<file path="config.mk">
export PLATFORM = sky130hd
export DESIGN_NAME = id_issue_ctrl
export DESIGN_NICKNAME = d
export VERILOG_FILES = /design/src/rtl/id_issue_ctrl.sv
export SDC_FILE = /design/constraint.sdc
export NUM_CORES = 1
export LEC_CHECK = 0
export CAP_MARGIN = 20
export CORE_ASPECT_RATIO = 1.2
export CORE_MARGIN = 8
export CORE_UTILIZATION = 53
export CTS_BUF_LIST = sky130_fd_sc_hd__clkbuf_8
export CTS_CLUSTER_SIZE = 28
export DETAILED_ROUTE_END_ITERATION = 16
export MAX_ROUTING_LAYER = met4
export PLACE_DENSITY_LB_ADDON = 0.08
export REMOVE_ABC_BUFFERS = 1
export SLEW_MARGIN = 15
export SYNTH_ARGS = -nofsm -noshare
export SYNTH_HDL_FRONTEND = slang
export SYNTH_SLANG_ARGS = --single-unit
</file>
<file path="constraint.sdc">
create_clock -name clk -period 6.8 [get_ports clk]
set_input_delay 2.04 -clock clk [delete_from_list [all_inputs] [get_ports clk]]
set_output_delay 2.04 -clock clk [all_outputs]
set_load 0.1 [all_outputs]
</file>
<file path="src/rtl/id_issue_ctrl.sv">
// Decode-stage issue controller: a load scoreboard plus an outstanding-load counter. Each cycle it
// decides whether the decoded instruction issues, stalls on a hazard, or waits for loads to drain.
module id_issue_ctrl #(
  parameter int MAX_PEND = 2,
  parameter int CNT_W    = 16
) (
  input  logic             clk,
  input  logic             rst,
  input  logic             inst_valid,
  output logic             inst_ready,
  input  logic [4:0]       rs1_index,
  input  logic [4:0]       rs2_index,
  input  logic             rs1_en,
  input  logic             rs2_en,
  input  logic [4:0]       rd_index,
  input  logic             rd_en,
  input  logic             inst_load,
  input  logic             inst_csr,
  input  logic             inst_trap,
  input  logic             inst_mret,
  input  logic             ex_ready,
  output logic             issue_valid,
  input  logic             wb_valid,
  input  logic [4:0]       wb_index,
  input  logic             flush,
  output logic [31:0]      busy_map,
  output logic [2:0]       pend_cnt,
  output logic [1:0]       stall_cause,
  output logic [CNT_W-1:0] stall_cycles,
  output logic             err_underflow,
  output logic [1:0]       fsm_state
);

  // Handshake: issue_valid presents the instruction to EX; a transfer happens in a cycle where
  // issue_valid and ex_ready are both high, which is exactly inst_ready. No registered stage.

  typedef enum logic [1:0] {ST_RUN = 2'd0, ST_HAZ = 2'd1, ST_DRAIN = 2'd2} state_t;

  localparam logic [2:0] MAX_P = 3'(MAX_PEND);

  state_t      state, state_next;
  logic [31:0] wb_mask, set_mask, busy_eff, busy_next;
  logic [2:0]  pend_eff, pend_next;
  logic        data_haz, full_haz, drain_haz, hazard, stalling;
  logic        load_issue, wb_dec;

  assign fsm_state = state;

  always_comb begin
    wb_mask    = 32'd0;
    set_mask   = 32'd0;
    busy_eff   = 32'd0;
    busy_next  = 32'd0;
    pend_eff   = pend_cnt;
    pend_next  = pend_cnt;
    data_haz   = 1'b0;
    full_haz   = 1'b0;
    drain_haz  = 1'b0;
    hazard     = 1'b0;
    stalling   = 1'b0;
    load_issue = 1'b0;
    wb_dec     = 1'b0;
    issue_valid = 1'b0;
    inst_ready  = 1'b0;
    stall_cause = 2'b00;

    // Write-back frees its register and load slot in the same cycle it completes.
    if (wb_valid && wb_index != 5'd0) wb_mask = 32'd1 << wb_index;
    busy_eff = busy_map & ~wb_mask;
    wb_dec   = wb_valid && (pend_cnt != 3'd0);
    pend_eff = wb_dec ? pend_cnt - 3'd1 : pend_cnt;

    data_haz  = (rs1_en && busy_eff[rs1_index]) || (rs2_en && busy_eff[rs2_index]) ||
                (rd_en && busy_eff[rd_index]);
    full_haz  = inst_load && (pend_eff == MAX_P);
    drain_haz = (inst_csr || inst_trap || inst_mret) && (pend_eff != 3'd0);
    hazard    = data_haz || full_haz || drain_haz;

    stalling    = rst && inst_valid && !flush;
    issue_valid = stalling && !hazard;
    inst_ready  = issue_valid && ex_ready;

    if (stalling) begin
      if (drain_haz)     stall_cause = 2'b10;
      else if (data_haz) stall_cause = 2'b01;
      else if (full_haz) stall_cause = 2'b11;
    end

    // A load issuing to rd wins over a same-cycle write-back clearing that rd.
    load_issue = inst_ready && inst_load;
    if (load_issue && rd_en && rd_index != 5'd0) set_mask = 32'd1 << rd_index;
    busy_next = busy_eff | set_mask;
    pend_next = pend_cnt + {2'b00, load_issue} - {2'b00, wb_dec};
  end

  always_comb begin
    state_next = state;
    case (state)
      ST_RUN: begin
        if (inst_valid && !flush) begin
          if (drain_haz)                 state_next = ST_DRAIN;
          else if (data_haz || full_haz) state_next = ST_HAZ;
        end
      end
      ST_HAZ: begin
        if (flush || !inst_valid) state_next = ST_RUN;
        else if (drain_haz)       state_next = ST_DRAIN;
        else if (!hazard)         state_next = ST_RUN;
      end
      ST_DRAIN: begin
        if (flush || !inst_valid || pend_eff == 3'd0) state_next = ST_RUN;
      end
      default: state_next = ST_RUN;
    endcase
  end

  always_ff @(posedge clk or negedge rst) begin
    if (!rst) begin
      state         <= ST_RUN;
      busy_map      <= 32'd0;
      pend_cnt      <= 3'd0;
      stall_cycles  <= '0;
      err_underflow <= 1'b0;
    end else begin
      state    <= state_next;
      busy_map <= busy_next;
      pend_cnt <= pend_next;
      if (wb_valid && pend_cnt == 3'd0) err_underflow <= 1'b1;
      if (inst_valid && !inst_ready && !flush && stall_cycles != '1)
        stall_cycles <= stall_cycles + 1'b1;
    end
  end

endmodule

</file>
Yosys cells after proc, flatten, opt, wreduce, memory -nomap -nowiden
Index checks and enable logic that the tools add are counted.

word-level totals
  register bits = 54
  input bits = 33
  word-level logic and storage cells = 85

operators by class
  mux-type cells = 21
  add/subtract/negate cells = 4
  reduce and logical (&&, ||, !) cells = 39
  bitwise logic cells = 3
  shifts and indexed selects = 2
  order comparisons = 3
  equal/unequal tests = 8

operator list
  cell                                                                  count
  32-bit 2-to-1 mux                                                     2
  1-bit by 5-bit left shift with 32-bit output, first input constant    2
  32-bit AND                                                            1
  32-bit NOT                                                            1
  32-bit bitwise OR                                                     1
  2-bit 2-to-1 mux                                                      11
  1-bit logical AND                                                     19
  5-bit by 6-bit < comparator with 1-bit output, second input constant  3
  16-bit by 1-bit adder with 16-bit output, second input constant       1
  16-bit inequality test, second input constant                         1
  1-bit binary-select mux with 5-bit select                             3
  5-bit nonzero test                                                    2
  1-bit logical OR                                                      8
  3-bit zero test                                                       2
  2-bit case mux with 3 select lines                                    1
  3-bit nonzero test                                                    2
  1-bit zero test                                                       4
  2-bit inequality test, second input constant                          2
  4-bit inequality test, second input constant                          1
  4-bit AND reduction                                                   1
  3-bit by 1-bit adder with 3-bit output                                1
  3-bit by 2-bit == test with 1-bit output, second input constant       1
  1-bit 2-to-1 mux                                                      3
  3-bit 2-to-1 mux                                                      1
  other kinds (6)                                                       6

Longest topological paths before layout
  word-level depth = 20
  mapped depth = 17
  depth with buffers taken out = 15

Worst setup path after synthesis
OpenSTA, ideal clock, no wires.

  path type = input to output
  start point = in wb_index[1]
  end point = out stall_cause[1]
  arrival time = 5101 ps
  path slack = -341 ps
  stages = 10
  data required time = 4760 ps
  cell sequence = buf_2 -> xnor2_1 -> a311o_1 -> o221ai_1 -> o221a_2 -> o211ai_1 -> o211ai_2 -> nor2b_1 -> nand2_1 -> a21oi_1

on the way
  cells in the longest elaborated chain, start to end = 13
  elaborated cells on any way between the ends = 20

ends and longest elaborated chain
  element                                    RTL line  text
  start: declaration                         24        input logic [4:0] wb_index,
  5-bit nonzero test                         68        if (wb_valid && wb_index != 5'd0) wb_mask = 32'd1 << wb_index;
  1-bit logical AND                          68
  32-bit 2-to-1 mux (*)                      68
  32-bit NOT (*)                             69        busy_eff = busy_map & ~wb_mask;
  32-bit AND (*)                             69
  1-bit binary-select mux with 5-bit select  73        data_haz = (rs1_en && busy_eff[rs1_index]) || (rs2_en && busy_eff[rs2_index]) ||
  1-bit 2-to-1 mux (not written as such)     73
  1-bit logical AND                          73
  1-bit logical OR                           73
  1-bit logical OR (*)                       73
  2-bit 2-to-1 mux (*)                       85        else if (data_haz) stall_cause = 2'b01;
  2-bit 2-to-1 mux (*)                       84        if (drain_haz) stall_cause = 2'b10;
  2-bit 2-to-1 mux (*)                       83        if (stalling) begin
  end: declaration                           28        output logic [1:0] stall_cause,

Every way passes the cells marked *; elsewhere a longest branch is shown, timed or not. The select of a mux whose other input is x is not followed.

Worst setup path in the final report
  start point = in rd_index[0]
  end point = out inst_ready

on the way
  cells in the longest elaborated chain, start to end = 9

ends and longest elaborated chain
  element                                    RTL line  text
  start: declaration                         15        input logic [4:0] rd_index,
  1-bit binary-select mux with 5-bit select  74        (rd_en && busy_eff[rd_index]);
  1-bit 2-to-1 mux (not written as such)     74
  1-bit logical AND                          74
  1-bit logical OR                           73
  1-bit logical OR (2 in a row)              77        hazard = data_haz || full_haz || drain_haz;
  1-bit zero test                            -
  1-bit logical AND                          80        issue_valid = stalling && !hazard;
  1-bit logical AND                          81        inst_ready = issue_valid && ex_ready;
  end: declaration                           10        output logic inst_ready,

Every way passes these cells. The select of a mux whose other input is x is not followed.

==> impl_results.md <==
- Register Area: 1350 sq um
- Area of the mapped netlist: 4240 sq um
- Max_slew headroom: 33.2%
- Hpwl dp: 12.3 mm
- Cts bufs inserted: 5
- Fin nets: 689
- Row Count: 35
- Average cell area after synthesis: 8.61 sq um
- Via count: 4795
- Final hold slack: 0.500 ns
- EDFF count, synth: 0
- DR DRC count: 0
- Lkg Pwr: 0.00258 uW
- Post-layout util: 80.0%
- M2 GR Usage: 47.5%
- PortBufs: 90
- Vias per inst: 6.45
- Setup TNS: 0 ns
- Area delta synth->final: 45.3%
- Die Wd: 97.7 um
- H-tree levels: 2
- Most frequent cells in the layout: buf_4, clkdlybuf4s50_1, o21ai_0
- Max Cap Viol: 0
- Post-synth top area share: 31.8%
- Status: complete, no violations
- Die area: 11100 sq um
- Worst-path fanout max: 9
- Global-route wire length before repair: 25.2 mm
- Multi-input logic area: 2870 sq um
- Distinct cell type count after synthesis: 65
- Core area: 7710 sq um
- DR WL/cell: 21.9 um
- Final hold violation count: 0
- GPL Wtd Cong: 1.07
- Largest area contributor in the netlist: dfrtp_1
- Count of pins over their slew limit: 0
- CP Class: in -> out
- Worst path arrival time: 4.71 ns
- Synth warnings: 0
- M3 GR Usage: 4.47%
- Drt pass-1 iters: 5
- GRT Max-Usage Layer: met2
- Total congestion overflow: 0
- Initial antenna violation count: 0
- Seq/Total Area, Yosys: 31.8%
- Hold Crit Class: reg -> reg
- Clock Tree Buf Depth: 2
- Slew @ Worst Pin: 0.999 ns
- Fill cells: 506
- Commonest non-fill, non-tap cell in the layout: buf_4
- Num Clock Sinks: 54
- Initial drt markers: 540
- Met1 Track Usage GR: 33.2%
- WL final: 16.3 mm
- Dominant synthesized flop cell: dfrtp_1
- Vias in the first global route: 4810
- Share of cells above drive strength 1: 23.7%
- Synth async-reset ratio: 100%
- Top cells by area, synth: dfrtp_1, o21ai_0, mux2i_1
- Total track usage: 28.5%
- Clk_lat worst skew: 0.31 ns
- Worst VDD drop: 0.394 mV
- CTS tree: built
- Ant diodes: 0
- Fin crit period: 6.75 ns
- Root Buffer: clkbuf_8
- #FFs+latches synth: 54
- Post-route ant nets: 0
- Critical Path Start Type: primary input
- Clock Skew: 0.00973 ns
- Peak Freq: 148 MHz
- Ports: 91
- Setup violations, final: 0
- Initial Utilization: 55.0%
- Mapped Cells: 493
- Period utilization: 99.2%
- Worst EP required: 4.76 ns
- Height of the chip: 114 um
- Pin count of the biggest net entering global routing: 55
- CTS clk-pin slew, worst paths: 0.10 ns
- PwrDens: 204 nW/um^2
- Critical path endpoint category: output port
## worst max-delay path: stages
cell and delay, ns:
clkdlybuf4s15_1 0.36, buf_4 0.26, mux4_2 0.53, a311oi_1 0.30, a21oi_1 0.11, o211ai_1 0.13, o211ai_2 0.20, buf_4 0.18
nor4b_4 0.37, buf_12 0.22
## timing repair
item / in CTS / in global routing
setup buffers: 0 / 9
pin swaps: 3 / 13
hold buffers: 0 / 0
setup endpoints to repair: 4 / 4
gates resized for setup: 20 / 43
## flip-flops by register name (all words and copies together) (netlist names)
| register | flops |
|---|---|
| stall_cycles | 16 |
| pend_cnt | 3 |
| busy_map | 32 |
| err_underflow | 1 |
| fsm_state | 2 |
## Yosys cell counts, types with 10 or more instances
| library cell | count |
|---|---|
| o21ai_0 | 65 |
| dfrtp_1 | 54 |
| nand2_1 | 53 |
| mux2i_1 | 28 |
| nor2_1 | 27 |
| nor3_1 | 20 |
| xor2_1 | 18 |
| inv_1 | 15 |
| nand3_1 | 14 |
| nor2b_1 | 14 |
| a21oi_1 | 12 |
| buf_2 | 11 |
| mux2_2 | 10 |
| xnor2_1 | 10 |
## logic make-up after synthesis
family	count (synthesis)	synth area share, %
compound gates	134	19.8
fa+ha+maj	6	1.95
xor+xnor	28	5.78
simple gates	183	23.3
buf+inv	44	4.92
mux	44	12.4
flops	54	31.8
## routing by layer
| metal | part of all wire (%) | up-vias |
|---|---|---|
| li1 | - | 2143 |
| met1 | 40 | 2312 |
| met2 | 49 | 279 |
| met3 | 6.7 | 61 |
| met4 | 4.4 | 0 |
| met5 | 0 | - |
## per-stage QoR
step	instance area [sq um]	setup slack, ns	total power, uW	std cells
after floorplan	4090	-0.292	800	464
after global placement	5750	-0.152	1000	726
after detailed placement	5750	-0.226	1020	726
after CTS	5910	0.000544	1240	734
after global routing	6160	-0.0345	1300	743
final	6160	0.0518	1260	743
## power breakdown
group	internal [uW]	switching, uW
combinational	198	440
clock	109	109
sequential	355	44.1
## area by class of cell
class / instances / area share [%]
clock buffer: 5 / 1.12
sequential: 54 / 21.9
multi-input combinational: 395 / 46.6
timing repair buffer: 179 / 26.8
tap: 92 / 1.87
inverter: 15 / 0.974
clock inverter: 3 / 0.650
## worst paths after layout
path	start	end	slack, ns	cells after the start
min reg2reg	stall_cycles[5]$_DFFE_PN0P_	stall_cycles[5]$_DFFE_PN0P_	0.50	1
max reg2reg	busy_map[11]$_DFF_PN0_	pend_cnt[2]$_DFF_PN0_	3.05	16
min	stall_cycles[5]$_DFFE_PN0P_	stall_cycles[5]$_DFFE_PN0P_	0.50	1
min in group asynchronous	rst	stall_cycles[1]$_DFFE_PN0P_	1.91	2
max in group asynchronous	rst	fsm_state[0]$_DFFE_PN0P_	4.41	2
max	rd_index[0]	inst_ready	0.05	10
Power figures use the tool's default switching activity.
